[src/rtl/ixc_gather_pkg.sv]
// Shared sizing and types for the 296-bit assign-bus beat reassembler.
// Beat count and last-beat width are derived from WIDTH and BEAT.
package ixc_gather_pkg;

    localparam int WIDTH     = 296;
    localparam int BEAT      = 32;
    localparam int BEATS     = (WIDTH + BEAT - 1) / BEAT;
    localparam int LAST_BITS = WIDTH - (BEATS - 1) * BEAT;

    typedef logic [3:0]       beat_idx_t;
    typedef logic [WIDTH-1:0] word_t;

    localparam beat_idx_t LAST_IDX = beat_idx_t'(BEATS - 1);

endpackage

[src/rtl/ixc_bus_gather_296.sv]
// Reassembles 32-bit LSB-first beats into one 296-bit word behind a valid/ready port.
// The assembly register is separate from the output register so beats 0..8 never stall.
module ixc_bus_gather_296
    import ixc_gather_pkg::*;
(
    input  logic            clk,
    input  logic            rst,
    input  logic            in_valid,
    output logic            in_ready,
    input  logic [BEAT-1:0] in_data,
    input  logic            in_first,
    output logic            out_valid,
    input  logic            out_ready,
    output word_t           out_data,
    output logic            err_resync
);

    beat_idx_t beat_cnt;
    word_t     asm_word;
    word_t     asm_next;
    beat_idx_t wr_idx;
    logic      accept;
    logic      resync;
    logic      last;

    // The final beat is the only one that can collide with an unconsumed word.
    assign in_ready = !((beat_cnt == LAST_IDX) && out_valid && !out_ready);
    assign accept   = in_valid && in_ready;
    assign resync   = accept && in_first && (beat_cnt != '0);
    assign wr_idx   = resync ? '0 : beat_cnt;
    assign last     = accept && (wr_idx == LAST_IDX);

    // Stage 0: merge the accepted beat into the assembly word
    always_comb begin
        asm_next = asm_word;
        if (accept) begin
            if (wr_idx == LAST_IDX) begin
                asm_next[WIDTH-1 -: LAST_BITS] = in_data[LAST_BITS-1:0];
            end else begin
                for (int k = 0; k < BEATS - 1; k++) begin
                    if (wr_idx == beat_idx_t'(k)) begin
                        asm_next[k*BEAT +: BEAT] = in_data;
                    end
                end
            end
        end
    end

    // Stage 1: counter, assembly register and output holding register
    always_ff @(posedge clk or posedge rst) begin
        if (rst) begin
            beat_cnt   <= '0;
            asm_word   <= '0;
            out_data   <= '0;
            out_valid  <= 1'b0;
            err_resync <= 1'b0;
        end else begin
            err_resync <= resync;
            if (accept) begin
                asm_word <= asm_next;
                beat_cnt <= last ? '0 : wr_idx + 1'b1;
            end
            // A load in the drain cycle keeps out_valid high with the new word.
            if (last) begin
                out_data  <= asm_next;
                out_valid <= 1'b1;
            end else if (out_valid && out_ready) begin
                out_valid <= 1'b0;
            end
        end
    end

endmodule
[config.mk]
export PLATFORM = sky130hd
export DESIGN_NAME = ixc_bus_gather_296
export DESIGN_NICKNAME = d
export VERILOG_FILES = /design/src/rtl/ixc_gather_pkg.sv /design/src/rtl/ixc_bus_gather_296.sv
export SDC_FILE = /design/constraint.sdc
export NUM_CORES = 1
export LEC_CHECK = 0
export ABC_AREA = 1
export BUFFER_PORTS_ARGS = -buffer_cell sky130_fd_sc_hd__buf_4
export CAP_MARGIN = 5
export CORE_UTILIZATION = 45
export DETAILED_ROUTE_END_ITERATION = 12
export PLACE_DENSITY = 0.7
export SYNTH_ARGS = -nofsm -noshare
export SYNTH_HDL_FRONTEND = slang
export SYNTH_SLANG_ARGS = --single-unit
[constraint.sdc]
create_clock -name clk -period 19.6 [get_ports clk]
set_clock_uncertainty 0.05 [all_clocks]
set_input_delay 2.94 -clock clk [delete_from_list [all_inputs] [get_ports clk]]
set_output_delay 2.94 -clock clk [all_outputs]
set_load 0.1 [all_outputs]
======== After elaboration in Yosys (flattened, before gate mapping) ========
Index checks and enable logic that the tools add are counted.
cells by class
  add/sub/neg operators ................... 1
  multiply operators ...................... 0
  divide/modulo/power cells ............... 0
  $lt $le $gt $ge ......................... 0
  equality and inequality tests ........... 10
  shift-type cells ........................ 0
  multiplexer cells ....................... 16
  bitwise gates (word level) .............. 0
  reduce and logical (&&, ||, !) cells .... 12
operators with widths
  cell                   count
  $mux W296              1
  $mux W288              1
  $mux W32               9
  $eq A4 B3 Y1 const B   4
  $eq A4 B4 Y1 const B   3
  $eq A4 B2 Y1 const B   2
  $mux W4                2
  $mux W8                1
  $logic_and A1 B1 Y1    7
  $add A4 B1 Y4 const B  1
  $eq A4 B1 Y1 const B   1
  $logic_not A4 Y1       1
  $reduce_bool A4 Y1     1
  $logic_not A1 Y1       2
  $mux W1                2
  $reduce_bool A2 Y1     1
storage, ports and cells
  register bits after elaboration ......... 598
  bits in latches ......................... 0
  RAM bits ................................ 0
  ROM bits ................................ 0
  input bits .............................. 37
  output and inout port bits .............. 299
  logic and storage cells ................. 44
  memories kept ........................... 0

======== Longest topological paths before layout ========
  word-level depth ........................ 12
  mapped depth ............................ 16
  mapped depth without buffers ............ 14

======== Worst setup path before layout ========
OpenSTA, ideal clock, no wires.
  kind .................................... input -> output
  start point ............................. in out_ready
  end point ............................... out in_ready
  arrival time ............................ 3.551 ns
  required time ........................... 16.610 ns
  path slack .............................. 13.059 ns
  stages on the path ...................... 2
  path buffers ............................ 0
  cells stage by stage .................... nor2_1 nand3_2
between the ends
  longest elaborated chain between the ends .. 3
ends and longest elaborated chain
  element              RTL line                  RTL
  from (decl)          ixc_bus_gather_296.sv:13  input logic out_ready,
  $logic_not A1 Y1     ixc_bus_gather_296.sv:27  assign in_ready = !((beat_cnt == LAST_IDX) && out_valid && !out_ready);
  $logic_and A1 B1 Y1  ixc_bus_gather_296.sv:27
  $logic_not A1 Y1     ixc_bus_gather_296.sv:27
  to (decl)            ixc_bus_gather_296.sv:9   output logic in_ready,
No other way between the ends.

======== Final worst setup path ========
Same ends and word-level chain as after synthesis.

==> metrics.md <==
| Metric | Value |
|---|---|
| HP Class | reg2reg |
| Main combinational cell family by area after synthesis | simple AND/OR/NAND/NOR gates |
| Rows | 82 |
| Syn avg cell area | 9.15 um2 |
| Pin count of the biggest net entering global routing | 202 |
| Placed cell area | 0.0260 mm2 |
| Fin util | 55.9% |
| Total CTS buffers | 60 |
| Total track usage | 23.9% |
| Leading area contributor after synthesis | dfrtp_1 |
| GR Overflow Total | 0 |
| Final Cycle Share | 34.4% |
| Hold slack | 421 ps |
| Compound-gate portion of the synthesized area | 6.37% |
| Clock Pin Slew Worst Setup and Hold Paths | 60 ps |
| WL/cell | 17.7 um |
| Ys flop type | dfrtp_1 |
| Yosys warnings | 0 |
| Initial antenna violation count | 0 |
| Sequential cell area fraction in the yosys report | between 60% and 70% |
| Drt drc | 0 |
| Multiplexer share of the synthesized area | 0% |
| Die width | 229 um |
| Metal2 WL | 30400 um |
| Max Transition Viols Final | 0 |
| Worst Setup Start Kind | primary input |
| Status | finished clean |
| Post-CTS resize count | 0 |
| Final Cell Area | 0.0282 mm2 |
| # port buffers | 335 |
| Syn_nets | 2569 |
| Max-Cap Viols | 0 |
| Die H | 229 um |
| Via/cell ratio | around 5.0 |
| Ports | 336 |
| Synth cell count leaders | nand2_1, dfrtp_1, inv_1 |
| Simple-Gate Fraction of Synth Area | approximately a quarter |
| Gpl congestion | roughly 0.85 |
| Worst-Margin Slew | approximately 1400 ps |
| Syn Inst Count | 2529 |
| First-pass GRT wire length | 97900 um |
| Layout overhead on the synthesized area | 22.0% |
| Top sig layer | met4 |
| Die ar. | 0.0523 mm2 |
| Fillers | 4516 |
| Crit path required time | approximately 17000 ps |
| Unrepaired setup endpoints after global routing | false |
| Layout cells sized above 1 | 16.8% |
| Met3 WL | 3150 um |
| Routed wire length | just over 60000 um |
| Ys async rst share | 100% |
| Clk_lat worst skew | 620 ps |
| # diodes | 0 |
| H-tree depth | 2 |
| Clock tree buffer depth | 3 |
| Postcts setup bufs | 0 |
| Final setup vio count | 0 |
| Core area | 0.0505 mm2 |
| Vias in the first global route | 17000 |
| Final min period | 6740 ps |
| EDFF count, synth | 0 |
| DP HPWL | approximately 40000 um |
| Crit path kind | in2out |
| Drt first pass iters | 5 |
| Highest Clock Rate | about 150 MHz |
| Count leader, synth | nand2_1 |
| Max_slew headroom | 9.21% |
| Sink Count | 590 |
| NumNets Final | about 2900 |
| FF+latch count, synth | 590 |
| CP Capture Type | output port |
| Top cells by area, synth | dfrtp_1, nand2_1, nand3_1 |
| Arr. time, crit path | 3750 ps |
| Vias | 17800 |
| Adder-cell share of the synthesized area | 0.162% |
| Syn Std Cell Area | 0.0231 mm2 |
| Peak fanout along the critical path | 3 |
| CTS tree | built |
| Initial DRC Count | 1382 |
| Cts hold-fix bufs | 0 |
| Yosys top cell area share | 63.8% |
| Unique cell type count in the Yosys netlist | 29 |
| XOR/XNOR Fraction of Synth Area | 0.0379% |
| ANT nets after route | 0 |
| Met1 WL | 26200 um |
| Total negative setup slack | 0 ps |
| Final Hold Fails | 0 |
| Starting density of the core | 45.8% |
| CTS Root Buffer Type | clkbuf_16 |
## layout by cell type, fill, tap and decap left out
cell type   instances
nor2_4              4
bufinv_16          12
a21oi_1             2
clkbuf_8           12
ha_1                3
clkinvlp_4          3
inv_6               5
o21ai_0           148
nand3_2             3
nor2_2              5
nor3_4              1
buf_12              2
clkinv_1            1
o22ai_1             1
clkbuf_16          61
clkinv_2            9
xor2_1              1
buf_4             351
o211ai_1            2
clkbuf_1            6
o21a_1             64
and2_1             39
nand2_4             1
nand2_2             7
nor2_1              6
a41oi_4             1
nand2_1          1117
dfrtp_1           590
nand3_1           175
o21ai_1            41
inv_1             182
inv_8               2
## path summary, 6_finish.rpt
check	startpoint	end	slack (ps)	cells past startpoint
max	out_ready	in_ready	12860	4
min	out_data[266]	out_data[266]	420	2
max reg2reg	beat_cnt[2]	out_data[166]	15560	12
min reg2reg	out_data[266]	out_data[266]	420	2
max in group asynchronous	rst	asm_word[149]	14520	4
min in group asynchronous	rst	out_data[290]	2450	2
## logic make-up (layout without fill, tap and decap cells)
kind of cell | count (synthesis) | after routing
fa+ha+maj | 3 | 3
compound gates | 259 | 259
buf+inv | 318 | 646
flops | 590 | 590
simple gates | 1358 | 1358
xor+xnor | 1 | 1
## worst max-delay path, cell delays in order
cell and delay [ps]:
buf_4 110, nor2_1 230, nand3_2 180, buf_4 280
## state kept, by name, indices dropped and copies added (netlist names)
| signal | cells |
|---|---|
| asm_word | 288 |
| beat_cnt | 4 |
| err_resync | 1 |
| out_data | 296 |
| out_valid | 1 |
## metal layers
| metal | up-vias | GRT usage, % |
|---|---|---|
| met5 | - | 0 |
| met4 | 0 | 10.5 |
| met3 | 132 | 3.32 |
| met2 | 514 | 39.2 |
| met1 | 8709 | 31.9 |
| li1 | 8413 | - |
## per-stage QoR
step | std cells | worst slack [ps]
final | 3529 | 12860
after global routing | 3529 | 12840
after CTS | 3529 | 12850
after detailed placement | 3421 | 12860
after global placement | 3421 | 12830
after floorplan | 2529 | 98.6
## cell type report
type	instances	area, um2	area share [%]
multi-input cells	1621	7040	25.0
clock inverters	29	472	1.67
repair buffers	353	2680	9.48
inverters	185	709	2.51
well taps	672	841	2.98
flip-flops and latches	590	14800	52.3
clock buffers	79	1710	6.07
Power is not shown: default switching activity piles up to over one toggle a cycle in this logic, so the estimate is an artifact.
